**config.mk**
```make
export PLATFORM = sky130hd
export DESIGN_NAME = ysyx_040729_id_exe_pipe
export DESIGN_NICKNAME = d
export VERILOG_FILES = /design/src/rtl/ysyx_040729_id_exe_pipe.sv
export SDC_FILE = /design/constraint.sdc
export NUM_CORES = 1
export LEC_CHECK = 0
export BUFFER_PORTS_ARGS = -buffer_cell sky130_fd_sc_hd__buf_4
export CORE_MARGIN = 4
export CORE_UTILIZATION = 40
export DETAILED_ROUTE_END_ITERATION = 8
export GPL_ROUTABILITY_DRIVEN = 1
export GPL_TIMING_DRIVEN = 1
export MAX_ROUTING_LAYER = met4
export PLACE_DENSITY = 0.7
export SETUP_SLACK_MARGIN = 0.2
export SLEW_MARGIN = 40
export SYNTH_ARGS = -nofsm -noshare
export SYNTH_HDL_FRONTEND = slang
export SYNTH_SLANG_ARGS = --single-unit
```
**constraint.sdc**
```tcl
create_clock -name clk -period 5.04 [get_ports clk]
set_clock_uncertainty 0.05 [all_clocks]
set_input_delay 0 -clock clk [delete_from_list [all_inputs] [get_ports clk]]
set_output_delay 0 -clock clk [all_outputs]
set_load 0.02 [all_outputs]
```
**src/rtl/ysyx_040729_id_exe_pipe.sv**
```systemverilog
// Decode-to-EXE pipeline register: a two-entry skid buffer with a registered in_ready.
// Held entries snoop the writeback bus so that stalled operands stay current.
module ysyx_040729_id_exe_pipe #(
    parameter int DATA_WIDTH = 64,
    parameter int REG_AW     = 5
) (
    input  logic                  clk,
    input  logic                  rst_n,
    input  logic                  flush,
    input  logic                  in_valid,
    output logic                  in_ready,
    input  logic [DATA_WIDTH-1:0] in_src1,
    input  logic [DATA_WIDTH-1:0] in_src2,
    input  logic [REG_AW-1:0]     in_rs1,
    input  logic [REG_AW-1:0]     in_rs2,
    input  logic                  in_rs1_en,
    input  logic                  in_rs2_en,
    input  logic [REG_AW-1:0]     in_rd,
    input  logic [2:0]            in_alu_func3,
    input  logic [6:0]            in_alu_func7,
    input  logic                  in_alu_src2_ri,
    input  logic                  in_alu_len_dw,
    output logic                  out_valid,
    input  logic                  out_ready,
    output logic [DATA_WIDTH-1:0] out_src1,
    output logic [DATA_WIDTH-1:0] out_src2,
    output logic [REG_AW-1:0]     out_rd,
    output logic [2:0]            out_alu_func3,
    output logic [6:0]            out_alu_func7,
    output logic                  out_alu_src2_ri,
    output logic                  out_alu_len_dw,
    input  logic                  fwd_valid,
    input  logic [REG_AW-1:0]     fwd_rd,
    input  logic [DATA_WIDTH-1:0] fwd_data
);

    typedef struct packed {
        logic [DATA_WIDTH-1:0] src1;
        logic [DATA_WIDTH-1:0] src2;
        logic [REG_AW-1:0]     rs1;
        logic [REG_AW-1:0]     rs2;
        logic                  rs1_en;
        logic                  rs2_en;
        logic [REG_AW-1:0]     rd;
        logic [2:0]            func3;
        logic [6:0]            func7;
        logic                  src2_ri;
        logic                  len_dw;
    } entry_t;

    entry_t r_main;
    entry_t r_skid;
    logic   r_main_valid;
    logic   r_skid_valid;

    entry_t w_main_next;
    entry_t w_skid_next;
    entry_t w_in_entry;
    logic   w_main_valid_next;
    logic   w_skid_valid_next;
    logic   w_accept;
    logic   w_drain;

    // Register x0 is hardwired to zero, so it is never forwarded.
    function automatic entry_t snoop(input entry_t e, input logic v, input logic [REG_AW-1:0] rd,
                                     input logic [DATA_WIDTH-1:0] data);
        entry_t r;
        r = e;
        if (v && (rd != '0)) begin
            if (e.rs1_en && (e.rs1 == rd)) r.src1 = data;
            if (e.rs2_en && (e.rs2 == rd)) r.src2 = data;
        end
        return r;
    endfunction

    assign in_ready = !r_skid_valid;
    assign w_accept = in_valid && !r_skid_valid;
    assign w_drain  = r_main_valid && out_ready;

    always_comb begin
        w_in_entry = '{
            src1:    in_src1,
            src2:    in_src2,
            rs1:     in_rs1,
            rs2:     in_rs2,
            rs1_en:  in_rs1_en,
            rs2_en:  in_rs2_en,
            rd:      in_rd,
            func3:   in_alu_func3,
            func7:   in_alu_func7,
            src2_ri: in_alu_src2_ri,
            len_dw:  in_alu_len_dw
        };
        w_in_entry = snoop(w_in_entry, fwd_valid, fwd_rd, fwd_data);
    end

    always_comb begin
        w_main_next       = r_main_valid ? snoop(r_main, fwd_valid, fwd_rd, fwd_data) : r_main;
        w_skid_next       = r_skid_valid ? snoop(r_skid, fwd_valid, fwd_rd, fwd_data) : r_skid;
        w_main_valid_next = r_main_valid;
        w_skid_valid_next = r_skid_valid;
        if (flush) begin
            w_main_valid_next = 1'b0;
            w_skid_valid_next = 1'b0;
        end else if (!r_main_valid || (w_drain && !r_skid_valid)) begin
            w_main_valid_next = w_accept;
            if (w_accept) w_main_next = w_in_entry;
        end else if (!w_drain) begin
            if (w_accept) begin
                w_skid_valid_next = 1'b1;
                w_skid_next       = w_in_entry;
            end
        end else begin
            // MAIN drains while SKID is full: the snooped SKID entry moves up.
            w_main_next       = w_skid_next;
            w_main_valid_next = 1'b1;
            w_skid_valid_next = 1'b0;
        end
    end

    always_ff @(posedge clk or negedge rst_n) begin
        if (!rst_n) begin
            r_main       <= '0;
            r_skid       <= '0;
            r_main_valid <= 1'b0;
            r_skid_valid <= 1'b0;
        end else begin
            r_main       <= w_main_next;
            r_skid       <= w_skid_next;
            r_main_valid <= w_main_valid_next;
            r_skid_valid <= w_skid_valid_next;
        end
    end

    assign out_valid       = r_main_valid;
    assign out_src1        = r_main.src1;
    assign out_src2        = r_main.src2;
    assign out_rd          = r_main.rd;
    assign out_alu_func3   = r_main.func3;
    assign out_alu_func7   = r_main.func7;
    assign out_alu_src2_ri = r_main.src2_ri;
    assign out_alu_len_dw  = r_main.len_dw;

endmodule

```
==> impl_metrics.sql, run 1 <==
INSERT INTO impl_metrics (metric_group, metric, value, unit) VALUES
('finish', 'finish.utilization', '54.05', '%'),
('routing', 'postRouteWirelength', '67540', 'µm'),
('worst_hold_path', 'timing.hold.worst.class', 'in2reg', ''),
('clock_network', 'cts_repair_resize_count', '0', ''),
('timing', 'layout_min_cycle_time', '3.321', 'ns'),
('timing', 'slew_headroom', '41.59', '%'),
('global_routing', 'track_usage', '24.99', '%'),
('clock_network', 'ctsLongestPathBuffers', '3', ''),
('global_routing', 'grt_pass1_wl', '105100', 'µm'),
('timing', 'fmax', '301.1', 'MHz'),
('synthesis', 'yosysMostFrequentCell', 'sky130_fd_sc_hd__nand2_1', ''),
('job', 'timing.max_cap.violations', '0', ''),
('synthesis', 'post_synth_top_area_share', '39.30', '%'),
('critical_path', 'reg2reg_to', 'r_skid[134]$_DFF_PN0_', ''),
('timing', 'timing.final.setup_violations', '0', ''),
('finish', 'drive_above_1_share', '31.44', '%'),
('critical_path', 'worstSetupStartpointType', 'flip-flop', ''),
('routing', 'avgRoutedWirePerCell', '21.56', 'µm'),
('routing', 'detail_route.iter0.violations', '1371', ''),
('routing', 'vias_per_cell', '5.676', ''),
('critical_path', 'end_kind', 'flip-flop', ''),
('clock_network', 'cts_tree', 'yes', ''),
('synthesis', 'ys.flop_type', 'sky130_fd_sc_hd__dfrtp_1', ''),
('die', 'io_pins', '379', ''),
('outcome', 'status', 'complete, no violations', ''),
('power_and_ir_drop', 'power-per-cell-area', '351.7', 'mW/mm²'),
('critical_path', 'cp-endpoint', 'r_skid[134]$_DFF_PN0_', ''),
('routing', 'vias', '17780', ''),
('synthesis', 'yosysWarningCount', '0', ''),
('routing', 'drtPass1Iterations', '5', ''),
('clock_network', 'h_tree_levels', '2', ''),
('die', 'floorplan.initialDensity', '40.77', '%'),
('synthesis', 'synth_register_bits', '316', ''),
('critical_path', 'reg2reg_from', 'r_skid_valid$_DFFE_PN0P_', ''),
('critical_path', 'timing.critical_path.fanout_max', '26', ''),
('synthesis', 'yosys-top-cells-count', 'sky130_fd_sc_hd__nand2_1, sky130_fd_sc_hd__dfrtp_1, sky130_fd_sc_hd__mux2_2', ''),
('power_and_ir_drop', 'worst_ir_drop_vdd', '0.2974', 'mV'),
('routing', 'drc_errors', '0', ''),
('routing', 'ant_nets', '0', ''),
('power_and_ir_drop', 'leakage_power_summed_over_all_cells', '0.01068', 'µW'),
('global_routing', 'vias_in_the_first_global_route', '18690', ''),
('timing', 'final_hold_viol_count', '0', ''),
('placement', 'dp_hpwl', '40110', 'µm'),
('die', 'core', '0.04936', 'mm²'),
('global_routing', 'grt_max_degree', '130', ''),
('critical_path', 'cp_data_arrival_time', '3.69', 'ns'),
('synthesis', 'post_synth_edffs', '0', ''),
('synthesis', 'syn_nets', '2244', ''),
('critical_path', 'worstPathRequired', '5.41', 'ns'),
('timing', 'period_share', '65.90', '%'),
('placement', 'io_buffer_count', '378', ''),
('die', 'die_area', '0.05396', 'mm²'),
('timing', 'maxSlewViolCount', '0', ''),
('clock_network', 'clockRootBuffer', 'sky130_fd_sc_hd__clkbuf_16', ''),
('critical_path', 'worstSetupPathType', 'reg2reg', ''),
('finish', 'number_of_nets_at_the_end_of_the_flow', '2667', ''),
('critical_path', 'setup_crit_start', 'r_skid_valid$_DFFE_PN0P_', ''),
('global_routing', 'grt_overflow_total', '0', ''),
('synthesis', 'yosysTopAreaCell', 'sky130_fd_sc_hd__dfrtp_1', ''),
('synthesis', 'postSynthAreaPerCell', '10.00', 'µm²'),
('die', 'die_span_in_x', '232.3', 'µm'),
('placement', 'globalplace.congestion', '0.8487', ''),
('clock_network', 'path_clk_slew', '0.06', 'ns'),
('critical_path', 'minimum_setup_slack_among_reg_to_reg_paths', '1.72', 'ns'),
('clock_network', 'clk-insertion-delay-late', '0.56', 'ns'),
('critical_path', 'reg2regPathDepth', '9', ''),
('clock_network', 'numCtsBuffers', '39', ''),
('synthesis', 'ys_types', '38', ''),
('synthesis', 'synth-async-reset-ratio', '100.0', '%'),
('synthesis', 'synth_cells', '2012', ''),
('timing', 'worst_slew_pin_slew', '0.8761', 'ns'),
('synthesis', 'yosysSeqAreaShare', '39.30', '%'),
('clock_network', 'tritoncts_num_sinks', '316', ''),
('clock_network', 'post-cts-setup-buffer-count', '0', ''),
('global_routing', 'antenna_violations_before_repair', '1', ''),
('synthesis', 'synthesis.area', '0.02012', 'mm²'),
('die', 'row_count', '81', ''),
('timing', 'timing.setup.tns', '0', 'ns'),
('synthesis', 'netlist_top_cells_area', 'sky130_fd_sc_hd__dfrtp_1, sky130_fd_sc_hd__mux2_2, sky130_fd_sc_hd__nand2_1', ''),
('finish', 'area_delta_synth_final', '32.57', '%'),
('timing', 'unrepaired_setup_endpoints_after_global_routing', 'no', ''),
('die', 'fp.dieH', '232.3', 'µm');
-- worst max-delay path: stages (launching register included) --
cell and delay, ns:
sky130_fd_sc_hd__dfrtp_1 0.50, sky130_fd_sc_hd__nand2b_1 0.28, sky130_fd_sc_hd__nor4b_4 0.25, sky130_fd_sc_hd__buf_4 0.39
sky130_fd_sc_hd__a21bo_4 0.41, sky130_fd_sc_hd__buf_12 0.23, sky130_fd_sc_hd__buf_12 0.18, sky130_fd_sc_hd__o32a_1 0.18
sky130_fd_sc_hd__o21a_1 0.11, sky130_fd_sc_hd__dlygate4sd3_1 0.56
-- power breakdown --
group / leakage, µW / total, µW / internal, µW / switching (µW)
Clock: 0.000628 / 2880 / 1710 / 1170
Sequential: 0.00382 / 3530 / 3150 / 379
Combinational: 0.00624 / 2970 / 1690 / 1290
Total: 0.0107 / 9380 / 6550 / 2830
-- kinds of logic after synthesis --
logic type | count (synthesis) | share of synthesized area (%)
xor gates and xnor gates | 30 | 1.306
AOI/OAI and AO/OA | 456 | 18.17
muxes | 413 | 22.32
and+or+nand+nor | 470 | 9.482
DFF | 316 | 39.30
buffers and inverters | 327 | 9.432
-- stage by stage --
step / instance area (µm²) / total power, µW / std cells / setup WS (ns) / hold WS (ns)
floorplan: 20120 / 5443 / 2012 / 2.830 / -0.3456
global placement: 22260 / 6020 / 2757 / 2.144 / -0.02143
detailed placement: 22410 / 6118 / 2764 / 2.143 / -0.01289
CTS: 26640 / 9388 / 3128 / 1.579 / 0.1479
global route: 26670 / 9862 / 3130 / 1.589 / 0.1604
finish: 26680 / 9382 / 3132 / 1.719 / 0.1789
-- cell usage in the layout, fill, tap and decap left out, types with 3 or more instances in the layout --
cell type and count:
sky130_fd_sc_hd__mux2_2 285, sky130_fd_sc_hd__nand4_1 6, sky130_fd_sc_hd__diode_2 3, sky130_fd_sc_hd__nand2_1 418
sky130_fd_sc_hd__a31oi_1 29, sky130_fd_sc_hd__o211ai_1 128, sky130_fd_sc_hd__bufinv_16 3, sky130_fd_sc_hd__clkinv_2 4
sky130_fd_sc_hd__buf_8 3, sky130_fd_sc_hd__clkbuf_8 8, sky130_fd_sc_hd__inv_1 4, sky130_fd_sc_hd__and3_1 29
sky130_fd_sc_hd__mux2i_1 128, sky130_fd_sc_hd__dfrtp_1 316, sky130_fd_sc_hd__buf_4 396, sky130_fd_sc_hd__a211oi_1 3
sky130_fd_sc_hd__dlygate4sd3_1 292, sky130_fd_sc_hd__clkbuf_1 11, sky130_fd_sc_hd__inv_6 4, sky130_fd_sc_hd__buf_12 12
sky130_fd_sc_hd__xor2_1 10, sky130_fd_sc_hd__clkbuf_16 39, sky130_fd_sc_hd__o32a_1 128, sky130_fd_sc_hd__xnor2_1 20
sky130_fd_sc_hd__o21ai_0 29, sky130_fd_sc_hd__o21a_1 128
-- state kept, by name, indices dropped and copies added (netlist names) --
name	cells
out_src1	64
out_alu_func3	3
r_skid	157
out_alu_src2_ri	1
r_main	12
out_src2	64
out_rd	5
r_skid_valid	1
out_alu_len_dw	1
out_alu_func7	7
out_valid	1
-- routing by layer --
layer  GRT usage, %  share of wire [%]
met2          42.39                 50
met4          8.481                3.0
met5              -                  0
met1          30.59                 41
met3          3.754                6.2
-- worst min-delay path by stage --
stage	start	end	depth (start not counted)
final	in_rd[2]	r_skid[14]$_DFFE_PN0P_	3
after CTS	in_alu_src2_ri	r_skid[1]$_DFFE_PN0P_	3
after global routing	in_alu_len_dw	r_skid[0]$_DFFE_PN0P_	3
after floorplan	rst_n	out_alu_func3[0]$_DFFE_PN0P_	0
after global placement	rst_n	out_src1[50]$_DFF_PN0_	1
after detailed placement	rst_n	out_src1[50]$_DFF_PN0_	1
-- cell type report --
class,instances,area (µm²)
multi-input cells,1369,10410
clock buffers,58,1127
diodes,3,7.507
well taps,664,830.8
inverters,4,15.01
clock inverters,13,160.2
fillers,4180,22680
repair buffers,705,6220
flip-flops and latches,316,7908
-- repair_timing --
action,CTS,global route
setup endpoints to repair,0,0
hold buffers,293,0
hold endpoints to repair,389,0
(Power assumes the default switching activity.)
==> run 2: changes to the inputs <==
==> constraint.sdc (replaced) <==
create_clock -name clk -period 3.2 [get_ports clk]
set_clock_uncertainty 0.05 [all_clocks]
set_input_delay 0 -clock clk [delete_from_list [all_inputs] [get_ports clk]]
set_output_delay 0 -clock clk [all_outputs]
set_load 0.02 [all_outputs]
==> run 2 against run 1 <==
Sequential power rose by 58%. Non-clock buffer count decreased by 47. Global-route usage down 0.18 points. Worst setup slack got worse by 1.4 ns. Critical path type unchanged. Clock-buffer cell count is 4 lower. Largest cell class unchanged.
==> impl_metrics.sql, run 2 (synthesized netlist as in run 1, its figures left out) <==
INSERT INTO impl_metrics (metric_group, metric, value, unit) VALUES
('clock_network', 'clockRootBuffer', 'sky130_fd_sc_hd__clkbuf_16', ''),
('die', 'row_count', '81', ''),
('clock_network', 'tritoncts_num_sinks', '316', ''),
('die', 'fp.dieH', '232.3', 'µm'),
('clock_network', 'clk-insertion-delay-late', '0.54', 'ns'),
('finish', 'number_of_nets_at_the_end_of_the_flow', '2619', ''),
('timing', 'layout_setup_ws', '0.3597', 'ns'),
('critical_path', 'minimum_setup_slack_among_reg_to_reg_paths', '0.36', 'ns'),
('routing', 'detail_route.iter0.violations', '1370', ''),
('routing', 'avgRoutedWirePerCell', '21.78', 'µm'),
('critical_path', 'timing.critical_path.fanout_max', '27', ''),
('placement', 'dpl_worst_slack', '0.6612', 'ns'),
('clock_network', 'cts_tree', 'yes', ''),
('finish', 'area_delta_synth_final', '30.26', '%'),
('global_routing', 'grt_pass1_wl', '104100', 'µm'),
('placement', 'placement.cell_area', '0.02258', 'mm²'),
('placement', 'dp_hpwl', '40090', 'µm'),
('clock_network', 'h_tree_levels', '2', ''),
('timing', 'final_hold_viol_count', '0', ''),
('critical_path', 'reg2regPathDepth', '7', ''),
('power_and_ir_drop', 'power-per-cell-area', '546.0', 'mW/mm²'),
('critical_path', 'cp_data_arrival_time', '3.21', 'ns'),
('finish', 'most_frequent_standard_cell_in_the_layout_excluding_fill_and_tap_cells', 'sky130_fd_sc_hd__nand2_1', ''),
('clock_network', 'cts_repair_resize_count', '0', ''),
('power_and_ir_drop', 'leakage_power_summed_over_all_cells', '0.01050', 'µW'),
('routing', 'drtPass1Iterations', '5', ''),
('timing', 'period_share', '88.76', '%'),
('job', 'timing.max_cap.violations', '0', ''),
('finish', 'design_area', '0.02621', 'mm²'),
('critical_path', 'worstPathRequired', '3.57', 'ns'),
('critical_path', 'reg2reg_to', 'r_skid[38]$_DFF_PN0_', ''),
('routing', 'postRouteWirelength', '67080', 'µm'),
('global_routing', 'vias_in_the_first_global_route', '18450', ''),
('critical_path', 'worstSetupStartpointType', 'flip-flop', ''),
('placement', 'globalplace.congestion', '0.8479', ''),
('global_routing', 'track_usage', '24.80', '%'),
('clock_network', 'ctsLongestPathBuffers', '3', ''),
('routing', 'vias_per_cell', '5.730', ''),
('placement', 'io_buffer_count', '378', ''),
('global_routing', 'antenna_violations_before_repair', '4', ''),
('outcome', 'status', 'complete, no violations', ''),
('critical_path', 'reg2reg_from', 'r_skid_valid$_DFFE_PN0P_', ''),
('global_routing', 'grt_overflow_total', '0', ''),
('power_and_ir_drop', 'worst_ir_drop_vdd', '0.3514', 'mV'),
('timing', 'unrepaired_setup_endpoints_after_global_routing', 'no', ''),
('clock_network', 'path_clk_slew', '0.07', 'ns'),
('die', 'io_pins', '379', ''),
('critical_path', 'worstSetupPathType', 'reg2reg', ''),
('finish', 'drive_above_1_share', '32.38', '%'),
('die', 'die_span_in_x', '232.3', 'µm'),
('global_routing', 'grt_max_degree', '120', ''),
('finish', 'layout_fillers', '4193', ''),
('timing', 'timing.setup.tns', '0', 'ns'),
('timing', 'slew_headroom', '47.59', '%'),
('finish', 'largest_register', 'r_skid', ''),
('critical_path', 'end_kind', 'flip-flop', ''),
('die', 'die_area', '0.05396', 'mm²'),
('routing', 'ant_nets', '0', ''),
('timing', 'maxSlewViolCount', '0', ''),
('die', 'core', '0.04936', 'mm²'),
('timing', 'whs', '0.007563', 'ns'),
('finish', 'largest_register_ff_count', '157', ''),
('timing', 'worst_slew_pin_slew', '0.7815', 'ns'),
('routing', 'vias', '17650', ''),
('timing', 'timing.final.setup_violations', '0', ''),
('worst_hold_path', 'timing.hold.worst.class', 'in2async', ''),
('routing', 'drc_errors', '0', ''),
('finish', 'mostFrequentLayoutCells', 'sky130_fd_sc_hd__nand2_1, sky130_fd_sc_hd__buf_4, sky130_fd_sc_hd__dfrtp_1', ''),
('timing', 'fmax', '352.1', 'MHz'),
('timing', 'layout_min_cycle_time', '2.840', 'ns'),
('clock_network', 'numCtsBuffers', '38', ''),
('die', 'floorplan.initialDensity', '40.77', '%');
==> run 2: cell count changes in the layout (fill, tap and decap cells not counted), moves of 2 or more <==
cell                            delta
sky130_fd_sc_hd__buf_8             -2
sky130_fd_sc_hd__buf_12           +10
sky130_fd_sc_hd__clkbuf_8          +2
sky130_fd_sc_hd__clkinv_2          -2
sky130_fd_sc_hd__diode_2           +4
sky130_fd_sc_hd__clkbuf_1          -6
sky130_fd_sc_hd__inv_6             -3
sky130_fd_sc_hd__dlygate4sd3_1    -56
sky130_fd_sc_hd__buf_4             +3
==> run 2: cell type report <==
type	instances	area (µm²)	share of cell area [%]
clock buffers	54	1132	4.320
flip-flops and latches	316	7908	30.17
inverters	4	15.01	0.05728
diodes	7	17.52	0.06683
multi-input cells	1369	10390	39.65
well taps	664	830.8	3.169
repair buffers	658	5813	22.18
clock inverters	8	102.6	0.3914
==> run 2: worst max-delay path by stage <==
stage	startpoint	endpoint	slack, ns
after floorplan	out_valid$_DFFE_PN0P_	out_src1[43]$_DFF_PN0_	0.99
after global placement	r_skid_valid$_DFFE_PN0P_	r_skid[98]$_DFF_PN0_	0.72
after detailed placement	r_skid_valid$_DFFE_PN0P_	r_skid[80]$_DFF_PN0_	0.66
after CTS	r_skid_valid$_DFFE_PN0P_	r_skid[53]$_DFF_PN0_	0.29
after global routing	r_skid_valid$_DFFE_PN0P_	r_skid[53]$_DFF_PN0_	0.27
final	r_skid_valid$_DFFE_PN0P_	r_skid[38]$_DFF_PN0_	0.36
==> run 2: layer usage <==
metal,global-route usage [%],vias to the layer above,routed length (µm)
met3,4.097,171,4543
li1,-,7950,-
met2,40.94,805,32970
met4,10.65,0,2305
met1,30.17,8721,27260
met5,-,-,0
==> run 2: timing repair <==
| action | in CTS | in global routing |
|---|---|---|
| hold buffers | 236 | 0 |
| setup endpoints to repair | 0 | 10 |
| endpoints found under the hold margin | 538 | 0 |
| setup buffers | 0 | 2 |
==> run 2: through the flow <==
| stage | util, % | total power [µW] | instances |
|---|---|---|---|
| 2_1_floorplan | - | 8573 | 2012 |
| 3_3_place_gp | 45.76 | 9499 | 2773 |
| 3_5_place_dp | 45.76 | 9664 | 2773 |
| 4_1_cts | 53.04 | 14350 | 3071 |
| 5_1_grt | 53.09 | 15030 | 3077 |
| 6_report | 53.11 | 14310 | 3080 |
==> run 2: worst max-delay path, cell delays in order (launching register included) <==
cell and delay, ns:
sky130_fd_sc_hd__dfrtp_1 0.51, sky130_fd_sc_hd__nand2b_1 0.29, sky130_fd_sc_hd__nor4b_4 0.37, sky130_fd_sc_hd__a21bo_4 0.29, sky130_fd_sc_hd__buf_4 0.27, sky130_fd_sc_hd__o32a_1 0.25
sky130_fd_sc_hd__o21a_1 0.13, sky130_fd_sc_hd__dlygate4sd3_1 0.55
==> run 2: report_power, final <==
group | internal [µW] | switching [µW]
registers | 4970 | 608
clock network | 2610 | 1760
logic | 2410 | 1950
total | 9990 | 4320
==> run 3: changes to the inputs <==
--- a/config.mk
+++ b/config.mk
@@ -6,13 +6,15 @@
 export NUM_CORES = 1
 export LEC_CHECK = 0
 export BUFFER_PORTS_ARGS = -buffer_cell sky130_fd_sc_hd__buf_4
+export CELL_PAD_IN_SITES_DETAIL_PLACEMENT = 0
+export CELL_PAD_IN_SITES_GLOBAL_PLACEMENT = 1
 export CORE_MARGIN = 4
 export CORE_UTILIZATION = 40
 export DETAILED_ROUTE_END_ITERATION = 8
 export GPL_ROUTABILITY_DRIVEN = 1
 export GPL_TIMING_DRIVEN = 1
 export MAX_ROUTING_LAYER = met4
-export PLACE_DENSITY = 0.7
+export PLACE_DENSITY = 0.84
 export SETUP_SLACK_MARGIN = 0.2
 export SLEW_MARGIN = 40
 export SYNTH_ARGS = -nofsm -noshare
==> constraint.sdc (replaced) <==
create_clock -name clk -period 3.2 [get_ports clk]
set_clock_uncertainty 0.05 [all_clocks]
set_input_delay 0.16 -clock clk [delete_from_list [all_inputs] [get_ports clk]]
set_output_delay 0.16 -clock clk [all_outputs]
set_load 0.02 [all_outputs]
==> run 3 against run 2 <==
Combinational power rose by 5.5%. Die area unchanged. First-iteration DRC count is 2.3% higher. Via count up 0.95%. Hold slack better by 0.034 ns.
==> impl_metrics.sql, run 3 (synthesized netlist as in run 1, its figures left out) <==
INSERT INTO impl_metrics (metric_group, metric, value, unit) VALUES
('routing', 'ant_nets', '0', ''),
('global_routing', 'grt_pass1_wl', '104600', 'µm'),
('routing', 'vias_per_cell', '5.679', ''),
('timing', 'fmax', '339.9', 'MHz'),
('routing', 'drtPass1Iterations', '6', ''),
('global_routing', 'grt_max_degree', '129', ''),
('clock_network', 'h_tree_levels', '2', ''),
('timing', 'period_share', '91.93', '%'),
('global_routing', 'grt_overflow_total', '0', ''),
('global_routing', 'vias_in_the_first_global_route', '18640', ''),
('clock_network', 'numCtsBuffers', '39', ''),
('finish', 'mostFrequentLayoutCells', 'sky130_fd_sc_hd__nand2_1, sky130_fd_sc_hd__buf_4, sky130_fd_sc_hd__dfrtp_1', ''),
('die', 'die_area', '0.05396', 'mm²'),
('finish', 'largest_register_ff_count', '157', ''),
('job', 'timing.max_cap.violations', '0', ''),
('clock_network', 'ctsLongestPathBuffers', '3', ''),
('power_and_ir_drop', 'power-per-cell-area', '543.2', 'mW/mm²'),
('timing', 'timing.final.setup_violations', '0', ''),
('critical_path', 'worstSetupStartpointType', 'flip-flop', ''),
('placement', 'io_buffer_count', '378', ''),
('finish', 'largest_register', 'r_skid', ''),
('finish', 'most_frequent_standard_cell_in_the_layout_excluding_fill_and_tap_cells', 'sky130_fd_sc_hd__nand2_1', ''),
('critical_path', 'timing.critical_path.fanout_max', '58', ''),
('routing', 'drc_errors', '0', ''),
('critical_path', 'reg2reg_to', 'r_skid[142]$_DFF_PN0_', ''),
('critical_path', 'worstSetupPathType', 'reg2reg', ''),
('die', 'die_span_in_x', '232.3', 'µm'),
('die', 'floorplan.initialDensity', '40.77', '%'),
('timing', 'slew_headroom', '47.53', '%'),
('global_routing', 'track_usage', '24.93', '%'),
('finish', 'drive_above_1_share', '32.01', '%'),
('die', 'io_pins', '379', ''),
('power_and_ir_drop', 'leakage_power_summed_over_all_cells', '0.01071', 'µW'),
('finish', 'layout_fillers', '4200', ''),
('finish', 'area_delta_synth_final', '32.82', '%'),
('clock_network', 'path_clk_slew', '0.06', 'ns'),
('placement', 'dp_hpwl', '40640', 'µm'),
('routing', 'vias', '17820', ''),
('routing', 'postRouteWirelength', '67660', 'µm'),
('critical_path', 'worstPathRequired', '3.62', 'ns'),
('routing', 'detail_route.iter0.violations', '1402', ''),
('critical_path', 'cp_data_arrival_time', '3.37', 'ns'),
('worst_hold_path', 'holdPathStages', '2', ''),
('timing', 'worst_slew_pin_slew', '0.7871', 'ns'),
('critical_path', 'reg2reg_from', 'r_skid_valid$_DFFE_PN0P_', ''),
('die', 'core', '0.04936', 'mm²'),
('clock_network', 'clockRootBuffer', 'sky130_fd_sc_hd__clkbuf_16', ''),
('power_and_ir_drop', 'worst_ir_drop_vdd', '0.5033', 'mV'),
('timing', 'timing.setup.tns', '0', 'ns'),
('die', 'fp.dieH', '232.3', 'µm'),
('finish', 'number_of_nets_at_the_end_of_the_flow', '2668', ''),
('power_and_ir_drop', 'power', '14520', 'µW'),
('timing', 'maxSlewViolCount', '0', ''),
('worst_hold_path', 'hp-start', 'out_ready', ''),
('critical_path', 'minimum_setup_slack_among_reg_to_reg_paths', '0.26', 'ns'),
('timing', 'whs', '0.04199', 'ns'),
('outcome', 'status', 'complete, no violations', ''),
('timing', 'unrepaired_setup_endpoints_after_global_routing', 'yes', ''),
('clock_network', 'cts_tree', 'yes', ''),
('critical_path', 'reg2regPathDepth', '7', ''),
('clock_network', 'clk-insertion-delay-late', '0.55', 'ns'),
('routing', 'avgRoutedWirePerCell', '21.57', 'µm'),
('timing', 'final_hold_viol_count', '0', ''),
('die', 'row_count', '81', ''),
('critical_path', 'end_kind', 'flip-flop', ''),
('worst_hold_path', 'min_to', 'r_skid_valid$_DFFE_PN0P_', ''),
('clock_network', 'tritoncts_num_sinks', '316', ''),
('timing', 'layout_min_cycle_time', '2.942', 'ns'),
('global_routing', 'antenna_violations_before_repair', '5', ''),
('placement', 'globalplace.congestion', '0.8647', ''),
('worst_hold_path', 'timing.hold.worst.class', 'in2reg', '');
-- run 3: final cells by class --
class                           count  area [µm²]  share of cell area (%)
Timing Repair Buffer              706        6330                   23.68
Tap cell                          664       830.8                   3.108
Multi-Input combinational cell   1369       10400                   38.91
Antenna cell                        8       20.02                 0.07490
Clock buffer                       56        1110                   4.152
Sequential cell                   316        7908                   29.59
Clock inverter                     14       115.1                  0.4307
Inverter                            4       15.01                 0.05617
-- run 3: per-stage QoR --
stage	setup slack [ns]	utilization (%)	instance area, µm²	std cells
final	0.2582	54.15	26730	3137
after global routing	0.1802	54.14	26720	3134
after CTS	0.2218	53.99	26650	3124
after detailed placement	0.5449	45.85	22630	2775
after global placement	0.6241	45.80	22600	2774
after floorplan	0.9899	-	20120	2012
-- run 3: report_power, final --
| group | internal, µW | total, µW | switching [µW] | leakage (µW) |
|---|---|---|---|---|
| Combinational | 2620 | 4610 | 1990 | 0.00629 |
| Clock | 2500 | 4340 | 1840 | 0.000603 |
| Sequential | 4970 | 5560 | 599 | 0.00382 |
-- run 3: routing by layer --
layer / part of all wire [%] / GRT usage, % / wire length (µm)
met1: 41 / 31.10 / 28070
met2: 49 / 40.85 / 32880
met3: 6.8 / 4.342 / 4625
met4: 3.1 / 9.079 / 2091
met5: 0 / - / 0
-- run 3: timing repair --
action / 4_1_cts / 5_1_grt
setup buffers: 0 / 5
endpoints found under the hold margin: 523 / 0
hold buffers: 279 / 0
endpoints found under the setup margin: 0 / 46
resized for setup: 0 / 2
-- run 3: how the worst max path moves through the flow --
| stage | start | to | slack [ns] | cells past startpoint |
|---|---|---|---|---|
| floorplan | out_valid$_DFFE_PN0P_ | out_src1[43]$_DFF_PN0_ | 0.99 | 6 |
| global placement | r_skid_valid$_DFFE_PN0P_ | r_main[28]$_DFFE_PN0P_ | 0.62 | 5 |
| detailed placement | r_skid_valid$_DFFE_PN0P_ | r_main[23]$_DFFE_PN0P_ | 0.54 | 5 |
| CTS | r_skid_valid$_DFFE_PN0P_ | r_skid[29]$_DFF_PN0_ | 0.22 | 7 |
| global route | r_skid_valid$_DFFE_PN0P_ | r_skid[77]$_DFF_PN0_ | 0.18 | 7 |
| finish | r_skid_valid$_DFFE_PN0P_ | r_skid[142]$_DFF_PN0_ | 0.26 | 7 |
-- run 3: critical path: stages (launching register included) --
cell and delay [ns]:
sky130_fd_sc_hd__dfrtp_1 0.51, sky130_fd_sc_hd__nand2b_1 0.29, sky130_fd_sc_hd__nor4b_4 0.27, sky130_fd_sc_hd__buf_4 0.18
sky130_fd_sc_hd__buf_4 0.59, sky130_fd_sc_hd__o32a_1 0.24, sky130_fd_sc_hd__o21a_1 0.12, sky130_fd_sc_hd__dlygate4sd3_1 0.54
